## src/rtl/ram_stream_reader_if.sv

```systemverilog
// Byte stream from the buffer reader to the UART transmitter.
// The master offers TX_DATA with TX_VALID; a byte moves on any rising
// clock edge where TX_VALID and TX_READY are both high.
interface ram_stream_reader_if #(
  parameter int data_width = 8
);
  logic [data_width-1:0] TX_DATA;
  logic                  TX_VALID;
  logic                  TX_READY;

  modport master (output TX_DATA, output TX_VALID, input TX_READY);
  modport slave  (input TX_DATA, input TX_VALID, output TX_READY);
endinterface

```

## src/rtl/ram_stream_reader.sv

```systemverilog
// Read side of the uart_mirror byte buffer.
// Drains committed bytes from the asynchronous-read RAM, offers them on a
// valid/ready stream and hands the read pointer back to the writer so it
// can detect a full buffer. Pointers carry one extra wrap bit, so
// LEVEL == depth (full) and LEVEL == 0 (empty) are distinguishable.
module ram_stream_reader #(
  parameter int addr_width = 9,
  parameter int data_width = 8
) (
  input  logic                  CLK,
  input  logic                  RST_N,
  input  logic [addr_width:0]   WR_PTR,
  output logic [addr_width:0]   RD_PTR,
  output logic [addr_width-1:0] RD_ADDR,
  input  logic [data_width-1:0] RD_DATA,
  input  logic                  PAUSE,
  input  logic                  FLUSH,
  ram_stream_reader_if.master   tx,
  output logic [addr_width:0]   LEVEL,
  output logic                  EMPTY
);

  localparam logic [addr_width:0] ptr_one = {{addr_width{1'b0}}, 1'b1};

  typedef enum logic {
    IDLE = 1'b0,
    SEND = 1'b1
  } state_t;

  state_t                state_q, state_d;
  logic [addr_width:0]   rd_ptr_q, rd_ptr_d;
  logic [data_width-1:0] tx_data_q, tx_data_d;
  logic                  tx_valid_q, tx_valid_d;
  logic                  flush_pend_q, flush_pend_d;
  logic                  handshake;
  logic                  can_load;

  // Occupancy is the modular pointer distance; it wraps naturally at 2^(addr_width+1).
  assign LEVEL  = WR_PTR - rd_ptr_q;
  assign EMPTY  = (LEVEL == '0);

  assign RD_PTR      = rd_ptr_q;
  assign RD_ADDR     = rd_ptr_q[addr_width-1:0];
  assign tx.TX_DATA  = tx_data_q;
  assign tx.TX_VALID = tx_valid_q;

  assign handshake = tx_valid_q & tx.TX_READY;
  // A new byte is fetched only when one is committed and nothing asks us to hold or discard.
  assign can_load  = !EMPTY && !PAUSE && !FLUSH && !flush_pend_q;

  // State register.
  always_ff @(posedge CLK or negedge RST_N) begin
    if (!RST_N) begin
      state_q <= IDLE;
    end else begin
      // NOTE: clocked state uses non-blocking assignments so every register
      // samples pre-edge values, independent of block ordering.
      state_q <= state_d;
    end
  end

  // Next-state and datapath decisions: load, hold, flush or return to IDLE.
  always_comb begin
    // NOTE: every variable gets a default first; without it a path that
    // skips an assignment would infer a latch.
    state_d      = state_q;
    rd_ptr_d     = rd_ptr_q;
    tx_data_d    = tx_data_q;
    tx_valid_d   = tx_valid_q;
    flush_pend_d = flush_pend_q;

    case (state_q)
      IDLE: begin
        if (FLUSH || flush_pend_q) begin
          // Discard everything committed so far, including a byte committed this cycle.
          rd_ptr_d     = WR_PTR;
          flush_pend_d = 1'b0;
        end else if (can_load) begin
          tx_data_d  = RD_DATA;
          rd_ptr_d   = rd_ptr_q + ptr_one;
          tx_valid_d = 1'b1;
          state_d    = SEND;
        end
      end

      SEND: begin
        // The offered byte is never retracted; a flush waits until it is taken.
        if (FLUSH) begin
          flush_pend_d = 1'b1;
        end
        if (handshake) begin
          if (can_load) begin
            // Back-to-back: the next byte replaces the accepted one on the same edge.
            tx_data_d = RD_DATA;
            rd_ptr_d  = rd_ptr_q + ptr_one;
          end else begin
            tx_valid_d = 1'b0;
            state_d    = IDLE;
          end
        end
      end

      default: begin
        state_d    = IDLE;
        tx_valid_d = 1'b0;
      end
    endcase
  end

  // Datapath registers; reset drops TX_VALID at once, losing any in-flight byte.
  always_ff @(posedge CLK or negedge RST_N) begin
    if (!RST_N) begin
      rd_ptr_q     <= '0;
      tx_data_q    <= '0;
      tx_valid_q   <= 1'b0;
      flush_pend_q <= 1'b0;
    end else begin
      rd_ptr_q     <= rd_ptr_d;
      tx_data_q    <= tx_data_d;
      tx_valid_q   <= tx_valid_d;
      flush_pend_q <= flush_pend_d;
    end
  end

endmodule

```

## src/flat_wrapper.sv

```systemverilog
// flat-port wrapper written by rule: the top's interface ports become plain ports
module ram_stream_reader_flat 
#(
  parameter int addr_width = 9,
  parameter int data_width = 8
)
  (CLK, RST_N, WR_PTR, RD_PTR, RD_ADDR, RD_DATA, PAUSE, FLUSH, LEVEL, EMPTY, tx_TX_DATA, tx_TX_VALID, tx_TX_READY);
  ram_stream_reader_if #(.data_width(data_width)) tx_i ();
  input  logic CLK;
  input  logic RST_N;
  input  logic [addr_width:0] WR_PTR;
  output logic [addr_width:0] RD_PTR;
  output logic [addr_width-1:0] RD_ADDR;
  input  logic [data_width-1:0] RD_DATA;
  input  logic PAUSE;
  input  logic FLUSH;
  output logic [addr_width:0] LEVEL;
  output logic EMPTY;
  output wire logic [$bits(tx_i.TX_DATA)-1:0] tx_TX_DATA;
  output wire logic [$bits(tx_i.TX_VALID)-1:0] tx_TX_VALID;
  input wire logic [$bits(tx_i.TX_READY)-1:0] tx_TX_READY;
  assign tx_TX_DATA = tx_i.TX_DATA;
  assign tx_TX_VALID = tx_i.TX_VALID;
  assign tx_i.TX_READY = tx_TX_READY;
  ram_stream_reader #(.addr_width(addr_width), .data_width(data_width)) u_core (.CLK(CLK), .RST_N(RST_N), .WR_PTR(WR_PTR), .RD_PTR(RD_PTR), .RD_ADDR(RD_ADDR), .RD_DATA(RD_DATA), .PAUSE(PAUSE), .FLUSH(FLUSH), .tx(tx_i), .LEVEL(LEVEL), .EMPTY(EMPTY));
endmodule
```

## config.mk

```make
export PLATFORM = sky130hd
export DESIGN_NAME = ram_stream_reader_flat
export DESIGN_NICKNAME = d
export VERILOG_FILES = /design/src/rtl/ram_stream_reader_if.sv /design/src/rtl/ram_stream_reader.sv /design/src/flat_wrapper.sv
export SDC_FILE = /design/constraint.sdc
export NUM_CORES = 1
export LEC_CHECK = 0
export ABC_CLOCK_PERIOD_IN_PS = 3770
export CORE_UTILIZATION = 44
export CTS_CLUSTER_DIAMETER = 150
export DETAILED_ROUTE_END_ITERATION = 12
export GPL_TIMING_DRIVEN = 0
export PLACE_DENSITY = 0.82
export SLEW_MARGIN = 40
export SYNTH_ARGS = -nofsm -noshare
export SYNTH_HDL_FRONTEND = slang
export SYNTH_SLANG_ARGS = --single-unit
export TNS_END_PERCENT = 50
```

## constraint.sdc

```tcl
create_clock -name CLK -period 3.77 [get_ports CLK]
set_input_delay 0.377 -clock CLK [delete_from_list [all_inputs] [get_ports CLK]]
set_output_delay 0.377 -clock CLK [all_outputs]
set_load 0.01 [all_outputs]
```

==> impl_summary.txt, run 1 <==
----------------------------------------------------
[Outcome]
  Result of the run ... finished, violations left
  Violated checks ... hold timing

[STA]
  Final setup violation count ... 0
  Period Utilization, post-route ... 97.4%
  Worst Setup Slack, final ... about 0.1 ns
  Actual slew at the worst max-slew pin ... between 0.7 and 0.8 ns
  Fmax achieved ... 0.272 GHz
  Slew headroom ... a little over half
  Total count of hold-check failures in the final report ... 11
  Final max-slew violation count ... 0
  Final Hold Slack ... -0.00489 ns
  Post-layout min period ... around 3.7 ns
  Layout Skew ... 0.0102 ns

[Drt]
  Number of remaining DRC errors ... 0
  Final routed wirelength across all metal layers ... ~4.4 mm
  Router iterations before antenna repair ... 4
  Detail-routed via count per cell ... 5.59
  Max Used Layer ... met4
  Number of DRC markers in iteration 0 ... just over 60
  Post-detailed-route wirelength per cell ... 15.0 µm
  Via total after detailed routing ... between 1500 and 2000
  Met2 wire len ... 2.17 mm
  Sum of routed wire segments on met1 ... about 1.8 mm
  Post-DRT Antenna Nets ... 0
  Met3 WL ... 234 µm

[Synth]
  Post-synthesis sequential area ratio ... 32.8%
  Count of mapped cells out of synthesis ... approximately 170
  Post-synth top area cell ... dfrtp_1
  Asr flop ratio synth ... 100%
  Mean cell area of the mapped netlist ... 9.26 µm²
  Flops & latches, synth ... 21
  Combined area of all synthesized cells ... 1600 µm²
  Most used DFF post-synth ... dfrtp_1
  Cell types occupying the most area after synthesis ... dfrtp_1 33%, ha_1 7.8%, mux2_1 5.6%
  Fraction of post-synthesis cell area in the top cell type by area ... 32.8%
  Number of enable-type register cells in the synthesized netlist ... 0
  Syn Nets ... 207
  Count of synthesis-stage warnings from yosys ... 0
  Unique masters post-synth ... 48

[Placed design]
  Total of buffers placed on input and output ports ... 61
  Routability cong. ... about 0.82
  Cells after DPL ... 280
  Setup slack at placement ... -0.534 ns
  HPWL after detailed placement ... between 3 and 4 mm

[Finish]
  ANT cells ... 0
  Number of fill cells in the layout ... 294
  Count of placed standard cells in the final layout, fillers left out ... a little under 300
  Most common cell after layout, fill and taps aside ... clkdlybuf4s50_1
  P&R area growth vs syn ... 47.1%
  Most used cells in the layout excluding fill and tap cells ... 58 x clkdlybuf4s50_1, 17 x buf_4, 17 x dfrtp_1
  Share of cells above drive strength 1 ... between 10% and 20%
  Post-layout nets ... 279

[Floorplanning]
  Rows ... 21
  Die footprint ... 3890 µm²
  Effective utilization at floorplan ... 46.9%
  Die height ... 62.3 µm
  Num ports ... 62
  X dimension of the die ... 62.3 µm
  Placeable core area ... about 3400 µm²

[Worst setup path]
  Arr. time, crit path ... 3.30 ns
  Kind of critical path ... in2out
  Startpoint type of the worst setup path ... primary input
  Setup crit end kind ... primary output
  Worst-path fanout max ... 2
  CP required ... 3.39 ns

[Global route]
  Antenna violations before repair ... 0
  Pin count of the biggest net entering global routing ... 22
  Overall overflow remaining after global route ... 0
  GRT Util Overall ... 23.9%
  Number of global-route vias before repair ... 1653
  Wire length of the first global-routing pass ... between 7 and 8 mm

[Power and ir drop]
  Power density over the cells ... about 560 nW/µm²
  Maximum vdd drop ... between 0.4 and 0.5 mV
  Static power due to leakage ... 0.941 nW
  Power consumption ... between 1 and 1.5 mW

[Clocking]
  Max H-tree Level ... 1
  Sinks on the clock net ... 21
  Clock slew seen by the registers of the worst setup and hold paths ... 0.13 ns
  TritonCTS clock tree ... built
  Clock buffer depth ... 2
  Skew-Pair Late Insertion Delay ... 0.31 ns
  Number of buffers created by CTS ... 3
  Buffer cell driving the clock tree root ... clkbuf_4

[Min path]
  Worst hold path class ... in2async

[Flow run]
  Max-cap viol count ... 0

----------------------------------------------------
final timing paths:
kind / startpoint / to / slack (ns) / cells after the start
max reg2reg: u_core.RD_PTR[1] / u_core.RD_PTR[0] / 0.18 / 12
max in group asynchronous: RST_N / u_core.RD_PTR[2] / 3.41 / 1
min reg2reg: u_core.tx.TX_DATA[5] / u_core.tx.TX_DATA[5] / 0.50 / 1
max: WR_PTR[0] / EMPTY / 0.1 / 13
min in group CLK: u_core.tx.TX_DATA[5] / u_core.tx.TX_DATA[5] / 0.50 / 1
min: RST_N / u_core.tx.TX_DATA[5] / -0.005 / 1
final cells by class:
class	count	area (µm²)	share of cell area [%]
Sequential cell	21	531	22.5
Inverter	15	56.3	2.39
Clock buffer	4	26.3	1.12
Tap cell	46	57.6	2.44
Multi-Input combinational cell	124	945	40.1
Timing Repair Buffer	68	658	27.9
Buffer	12	82.6	3.51
metrics by stage:
stage	instance area (µm²)	util, %	TNS [ns]
6_report	2360	69.0	0
2_1_floorplan	1600	-	0
3_3_place_gp	2270	66.4	-1.66
3_5_place_dp	2260	66.3	-1.62
5_1_grt	2360	69.0	-0.0213
4_1_cts	2340	68.4	0
what timing repair did:
action | in CTS | in global routing
buffers inserted | 5 | 2
endpoints found under the hold margin | 0 | 0
endpoints found under the setup margin | 1 | 3
hold buffers | 0 | 0
cloned | 0 | 0
resized for setup | 12 | 3
pin swaps | 4 | 4
synthesized netlist by cell type (2+ instances only):
master and number:
a211oi_1 4, a21oi_1 7, a311oi_1 7, a31oi_1 2
and2_1 2, and3_1 4, buf_4 10, clkbuf_1 2
dfrtp_1 21, ha_1 10, inv_1 14, mux2_1 8
nand2_1 10, nand2b_1 2, nand3_1 5, nand4_1 3
nor2_1 5, nor2b_1 3, nor3_1 6, nor3b_1 2
nor4_1 2, o21ai_0 4, o22ai_1 9, or3_1 2
xnor2_1 3, xor2_1 4
state kept, by name, indices dropped and copies added, names as in the netlist:
signal               count
u_core.RD_PTR           10
u_core.tx.TX_DATA        8
u_core.flush_pend_q      1
u_core.state_q           1
u_core.tx.TX_VALID       1
layer usage:
layer  GRT usage (%)  vias to the layer above
li1                -                      784
met1            28.7                      760
met2            41.3                       61
met3            4.96                       15
met4            10.2                        0
met5               0                        -
critical path, cell delays in order:
cell and delay [ns]:
clkdlybuf4s50_1 0.39, inv_1 0.09, ha_2 0.18, inv_1 0.05, fa_2 0.35, a21oi_2 0.17, o21bai_1 0.08, xor2_1 0.17
a2111oi_2 0.22, or4b_4 0.51, or3_4 0.43, inv_2 0.05, clkdlybuf4s15_2 0.21
cell families (layout without fill, tap and decap cells):
family / count (synthesis) / count (layout) / share of synthesized area, %
and+or+nand+nor: 52 / 52 / 18.5
DFF: 21 / 21 / 32.8
AOI/OAI and AO/OA: 45 / 45 / 20.1
adders and majority gates: 11 / 11 / 9.06
muxes: 9 / 9 / 6.33
xor gates and xnor gates: 7 / 7 / 3.83
buffers and inverters: 28 / 99 / 9.37
report_power, final:
part / internal, mW / switching, mW / total, mW
combinational: 0.461 / 0.384 / 0.845
sequential: 0.299 / 0.0601 / 0.359
clock: 0.0414 / 0.0725 / 0.114
total: 0.801 / 0.517 / 1.32
(Power assumes the default switching activity.)
==> run 2: changes to the inputs <==
- DONT_BUFFER_PORTS: unset -> 1
- PLACE_DENSITY: 0.82 -> 0.61
- RECOVER_POWER: unset -> 25
==> impl_summary.txt, run 2 (synthesized netlist as in run 1, its figures left out) <==
----------------------------------------------------
[Drt]
  Detail-routed via count per cell ... 6.04 (+8.1%)
  Via total after detailed routing ... 1359 (-16%)
  Number of DRC markers in iteration 0 ... 71 (+16%)
  Number of remaining DRC errors ... 0 (unchanged)
  Router iterations before antenna repair ... 4 (unchanged)
  Post-DRT Antenna Nets ... 0 (unchanged)
  Post-detailed-route wirelength per cell ... 17.1 µm (+14%)
  Final routed wirelength across all metal layers ... 3.85 mm (-12%)

[Placed design]
  HPWL after detailed placement ... 2.97 mm (-8.4%)
  Routability cong. ... 0.915 (+11%)
  Total of buffers placed on input and output ports ... 0 (-100%)
  Setup slack at placement ... -0.0255 ns (+0.509 ns)

[Finish]
  ANT cells ... 0 (unchanged)
  Post-layout nets ... 214 (-23%)
  Most common cell after layout, fill and taps aside ... dfrtp_1
  Number of fill cells in the layout ... 337 (+15%)
  Share of cells above drive strength 1 ... 21.2% (+4.8 points)
  P&R area growth vs syn ... 10.6%
  Number of flip-flops in the largest register ... 10 (unchanged)
  Area of the multi-input gates ... 983 µm² (+4.1%)
  Footprint of the flip-flops and latches ... 531 µm² (unchanged)
  Most used cells in the layout excluding fill and tap cells ... 17 x dfrtp_1, 12 x inv_1, 11 x buf_4

[STA]
  Layout Skew ... 0.000882 ns (-0.00929 ns)
  Fmax achieved ... 0.271 GHz (-0.52%)
  Slew headroom ... 25.7% (-27 points)
  Worst Setup Slack, final ... 0.0779 ns (-0.0193 ns)
  Period Utilization, post-route ... 97.9% (+0.51 points)
  Post-layout min period ... 3.69 ns (+0.0193 ns)
  Final max-slew violation count ... 0 (unchanged)
  Total count of hold-check failures in the final report ... 0 (-11)
  Setup Total Neg Slack ... 0 ns (unchanged)
  Unrepaired setup endpoints after global routing ... yes
  Actual slew at the worst max-slew pin ... 1.12 ns (+0.405 ns)
  Final Hold Slack ... 0.173 ns (+0.178 ns)
  Final setup violation count ... 0 (unchanged)

[Floorplanning]
  X dimension of the die ... 62.3 µm (unchanged)
  Num ports ... 62 (unchanged)
  Effective utilization at floorplan ... 46.9% (unchanged)
  Die height ... 62.3 µm (unchanged)
  Placeable core area ... 3420 µm² (unchanged)
  Rows ... 21 (unchanged)
  Die footprint ... 3890 µm² (unchanged)

[Global route]
  Antenna violations before repair ... 0 (unchanged)
  Wire length of the first global-routing pass ... 6.26 mm (-16%)
  Number of global-route vias before repair ... 1315 (-20%)
  GRT Util Overall ... 20.4% (-3.5 points)
  Overall overflow remaining after global route ... 0 (unchanged)
  Pin count of the biggest net entering global routing ... 22 (unchanged)

[Min path]
  Worst hold path class ... in2reg

[Worst setup path]
  Ordered cell list for the critical path ... ha_4 > inv_2 > fa_2 > a21oi_2 > buf_4 > o21ai_1 > a21o_1 > xor2_1 > or4b_4 > or3_4 > buf_8 > inv_4
  CP required ... 3.39 ns (about the same)
  Number of cell instances on the worst register-to-register path ... 12 (unchanged)
  Arr. time, crit path ... 3.32 ns (+0.02 ns)
  Worst-path fanout max ... 10 (+8)
  Longest individual stage delay on the worst path ... 0.56 ns (+0.05 ns)
  Setup slack, reg-to-reg ... 0.35 ns (+0.17 ns)
  Endpoint of the worst-slack reg-to-reg timing path ... u_core.tx.TX_DATA[0]
  Setup crit end kind ... primary output
  Startpoint type of the worst setup path ... register
  Kind of critical path ... reg2out
  Crit path to ... EMPTY
  Slowest stage cell, crit path ... or4b_4
  Critical path origin ... u_core.RD_PTR[0]
  Reg2Reg Launch Point ... u_core.RD_PTR[0]

[Power and ir drop]
  Static power due to leakage ... 0.696 nW (-26%)
  Power density over the cells ... 594 nW/µm² (+6.2%)
  Maximum vdd drop ... 0.365 mV (-13%)

[Clocking]
  Clock buffer depth ... 2 (unchanged)
  Number of buffers created by CTS ... 3 (unchanged)
  Max H-tree Level ... 1 (unchanged)
  Sinks on the clock net ... 21 (unchanged)
  Skew-Pair Late Insertion Delay ... 0.32 ns (about the same)
  Buffer cell driving the clock tree root ... clkbuf_4
  TritonCTS clock tree ... built
  Clock slew seen by the registers of the worst setup and hold paths ... 0.13 ns (about the same)

[Outcome]
  Result of the run ... finished, final reports clean

[Flow run]
  Max-cap viol count ... 0 (unchanged)

----------------------------------------------------
==> run 2: how the worst min path moves through the flow <==
stage | from | endpoint | slack [ns] | cells after the start
3_3_place_gp | RST_N | u_core.tx.TX_DATA[2] | 0.08 | 0
5_1_grt | RD_DATA[6] | u_core.tx.TX_DATA[6] | 0.16 | 1
4_1_cts | RD_DATA[2] | u_core.tx.TX_DATA[2] | 0.18 | 1
6_report | RD_DATA[2] | u_core.tx.TX_DATA[2] | 0.17 | 1
2_1_floorplan | RST_N | u_core.RD_PTR[0] | 0.08 | 0
3_5_place_dp | RST_N | u_core.tx.TX_DATA[2] | 0.08 | 0
==> run 2: cell type report <==
| cell class | instances | area share, % |
|---|---|---|
| Tap cell | 46 | 3.25 |
| Clock inverter | 1 | 0.424 |
| Sequential cell | 21 | 29.9 |
| Timing Repair Buffer | 2 | 0.636 |
| Inverter | 15 | 3.46 |
| Clock buffer | 3 | 1.27 |
| Multi-Input combinational cell | 124 | 55.5 |
| Buffer | 13 | 5.51 |
==> run 2: layer usage <==
| metal | routed length, µm | vias up | track usage [%] |
|---|---|---|---|
| li1 | - | 653 | - |
| met4 | 55 | 0 | 6.40 |
| met5 | 0 | - | 0 |
| met2 | 1860 | 49 | 34.6 |
| met3 | 213 | 5 | 1.84 |
| met1 | 1720 | 652 | 27.4 |
==> run 2: stage by stage <==
| stage | power [mW] | instance area [µm²] | utilization (%) | std cells |
|---|---|---|---|---|
| after floorplan | 0.788 | 1600 | - | 173 |
| after global placement | 0.869 | 1660 | 48.6 | 219 |
| after detailed placement | 0.887 | 1660 | 48.6 | 219 |
| after CTS | 1.03 | 1730 | 50.6 | 224 |
| after global routing | 1.13 | 1770 | 51.9 | 225 |
| final | 1.05 | 1770 | 51.9 | 225 |
==> run 2: critical path, delay by kind of cell (launching register included) <==
| family | cells | cell delay [ns] |
|---|---|---|
| AOI/OAI and AO/OA | 3 | 0.45 |
| xor gates and xnor gates | 1 | 0.19 |
| buffers and inverters | 4 | 0.38 |
| adders and majority gates | 2 | 0.52 |
| and+or+nand+nor | 2 | 0.94 |
| DFF | 1 | 0.51 |
==> run 2: repair_timing <==
item | in CTS | in global routing
hold buffers | 1 | 0
resized for setup | 7 | 13
pin swaps | 0 | 2
setup endpoints to repair | 7 | 1
endpoints found under the hold margin | 21 | 0
buffers inserted | 0 | 1
==> run 2: power by group <==
group | switching [mW] | internal [mW] | total [mW]
registers | 0.106 | 0.300 | 0.406
logic | 0.299 | 0.226 | 0.526
clock network | 0.0800 | 0.0406 | 0.121
==> run 3: changes to the inputs <==
- CTS_CLUSTER_DIAMETER: 150 -> 100
- RECOVER_POWER: 25 -> unset
==> impl_summary.txt, run 3 (synthesized netlist as in run 1, its figures left out) <==
----------------------------------------------------
[STA]
  Final setup violation count ... 0 (unchanged)
  Fmax achieved ... 0.271 GHz (about the same)
  Slew headroom ... 54.9% (+29 points)
  Period Utilization, post-route ... 97.9% (about the same)
  Total count of hold-check failures in the final report ... 21 (+21)
  Actual slew at the worst max-slew pin ... 0.674 ns (-0.441 ns)
  Final max-slew violation count ... 0 (unchanged)
  Final Hold Slack ... -0.0163 ns (-0.189 ns)
  Post-layout min period ... 3.69 ns (-0.0000731 ns)
  Unrepaired setup endpoints after global routing ... yes
  Layout Skew ... 0.000909 ns (+0.0000280 ns)

[Min path]
  Worst hold path class ... in2async

[Placed design]
  Total of buffers placed on input and output ports ... 0 (unchanged)
  Total cell area at the placement stage ... 1660 µm² (unchanged)
  HPWL after detailed placement ... 2.97 mm (unchanged)
  Routability cong. ... 0.915 (unchanged)

[Drt]
  Detail-routed via count per cell ... 6.04 (about the same)
  Number of remaining DRC errors ... 0 (unchanged)
  Final routed wirelength across all metal layers ... 3.85 mm (unchanged)
  Number of DRC markers in iteration 0 ... 71 (unchanged)
  Post-DRT Antenna Nets ... 0 (unchanged)
  Router iterations before antenna repair ... 4 (unchanged)
  Post-detailed-route wirelength per cell ... 17.1 µm (unchanged)
  Via total after detailed routing ... 1358 (-0.074%)

[Floorplanning]
  Num ports ... 62 (unchanged)
  Effective utilization at floorplan ... 46.9% (unchanged)
  Placeable core area ... 3420 µm² (unchanged)
  Die footprint ... 3890 µm² (unchanged)
  Rows ... 21 (unchanged)
  Die height ... 62.3 µm (unchanged)
  X dimension of the die ... 62.3 µm (unchanged)

[Global route]
  Wire length of the first global-routing pass ... 6.26 mm (unchanged)
  Pin count of the biggest net entering global routing ... 22 (unchanged)
  Number of global-route vias before repair ... 1315 (unchanged)
  Antenna violations before repair ... 0 (unchanged)
  Overall overflow remaining after global route ... 0 (unchanged)
  GRT Util Overall ... 20.4% (unchanged)

[Flow run]
  Max-cap viol count ... 0 (unchanged)

[Clocking]
  Buffer cell driving the clock tree root ... clkbuf_4
  Number of buffers created by CTS ... 3 (unchanged)
  Clock slew seen by the registers of the worst setup and hold paths ... 0.13 ns (about the same)
  Sinks on the clock net ... 21 (unchanged)
  Clock buffer depth ... 2 (unchanged)
  Max H-tree Level ... 1 (unchanged)
  TritonCTS clock tree ... built
  Skew-Pair Late Insertion Delay ... 0.32 ns (about the same)

[Finish]
  Final std cell area, no fill ... 1770 µm² (about the same)
  Share of cells above drive strength 1 ... 21.8% (+0.56 points)
  P&R area growth vs syn ... 10.7% (about the same)
  Post-layout nets ... 214 (unchanged)
  ANT cells ... 0 (unchanged)
  Share of the core filled with cells ... 51.9% (about the same)
  Number of flip-flops in the largest register ... 10 (unchanged)
  Footprint of the flip-flops and latches ... 531 µm² (unchanged)
  Most used cells in the layout excluding fill and tap cells ... 17 x dfrtp_1, 12 x inv_1, 11 x buf_4
  Most common cell after layout, fill and taps aside ... dfrtp_1
  Area of the multi-input gates ... 983 µm² (unchanged)
  Number of fill cells in the layout ... 336 (-0.30%)

[Outcome]
  Result of the run ... finished, violations left
  Violated checks ... hold timing

[Worst setup path]
  Arr. time, crit path ... 3.32 ns (about the same)
  Worst-path fanout max ... 10 (unchanged)
  Setup crit end kind ... primary output
  Startpoint type of the worst setup path ... register
  Longest individual stage delay on the worst path ... 0.56 ns (about the same)
  Kind of critical path ... reg2out
  Slowest stage cell, crit path ... or4b_4
  CP required ... 3.39 ns (about the same)
  Ordered cell list for the critical path ... ha_4 > inv_2 > fa_2 > a21oi_2 > buf_4 > o21ai_1 > a21o_1 > xor2_1 > or4b_4 > or3_4 > buf_8 > inv_4

[Power and ir drop]
  Static power due to leakage ... 0.698 nW (+0.40%)
  Maximum vdd drop ... 0.366 mV (+0.15%)
  Power consumption ... 1.05 mW (about the same)
  Power density over the cells ... 594 nW/µm² (about the same)

----------------------------------------------------
run 3: changes by cell type in the layout (fill, tap and decap cells not counted):
cell / previous run / this run
clkbuf_1: 3 / 2
buf_2: 0 / 1
run 3: worst paths after layout:
path / start / endpoint / slack [ns] / cells after the start
worst min-delay path: RST_N / u_core.tx.TX_DATA[2] / -0.02 / 1
worst max register to register: u_core.RD_PTR[0] / u_core.tx.TX_DATA[0] / 0.35 / 12
min in group CLK: RD_DATA[2] / u_core.tx.TX_DATA[2] / 0.17 / 1
max in group asynchronous: RST_N / u_core.RD_PTR[4] / 3.44 / 1
worst max-delay path: u_core.RD_PTR[0] / EMPTY / 0.08 / 12
worst min register to register: u_core.tx.TX_DATA[3] / u_core.tx.TX_DATA[3] / 0.58 / 1
run 3: worst max-delay path: cells and delay by family (launching register included):
| family | cells | cell delay, ns |
|---|---|---|
| AO/OA/AOI/OAI | 3 | 0.45 |
| adder cells (fa/ha/maj) | 2 | 0.52 |
| XOR/XNOR | 1 | 0.19 |
| AND/OR/NAND/NOR | 2 | 0.94 |
| flip-flops | 1 | 0.51 |
| buffers and inverters | 4 | 0.38 |
run 3: metal layers:
metal | vias up | GRT usage, % | share of wire [%]
met5 | - | 0 | 0
met1 | 651 | 27.4 | 45
met2 | 49 | 34.6 | 48
met3 | 5 | 1.84 | 5.5
met4 | 0 | 6.40 | 1.4
li1 | 653 | - | -
run 3: layout make-up:
class                      count  share of cell area, %
buffer                        13                   5.50
clock buffer                   3                   1.27
clock inverter                 1                  0.423
inverter                      15                   3.46
multi-input combinational    124                   55.5
sequential                    21                   29.9
tap                           46                   3.25
timing repair buffer           2                  0.706
run 3: what timing repair did:
| item | 4_1_cts | 5_1_grt |
|---|---|---|
| setup endpoints to repair | 7 | 1 |
| hold buffers | 1 | 0 |
| resized for setup | 7 | 13 |
| endpoints found under the hold margin | 21 | 0 |
| buffers inserted | 0 | 1 |
| pin swaps | 0 | 2 |
run 3: through the flow:
| stage | worst slack, ns | TNS [ns] | std cells | hold slack [ns] |
|---|---|---|---|---|
| after floorplan | 0.565 | 0 | 173 | 0.0814 |
| after global placement | 0.0976 | 0 | 219 | 0.0818 |
| after detailed placement | -0.0255 | -0.0766 | 219 | 0.0820 |
| after CTS | 0.00523 | 0 | 224 | 0.176 |
| after global routing | -0.0285 | -0.0285 | 225 | 0.0203 |
| final | 0.0780 | 0 | 225 | -0.0163 |
run 3: power by group:
group	internal, mW	switching [mW]
combinational	0.227	0.299
sequential	0.300	0.106
clock	0.0406	0.0800
total	0.567	0.486
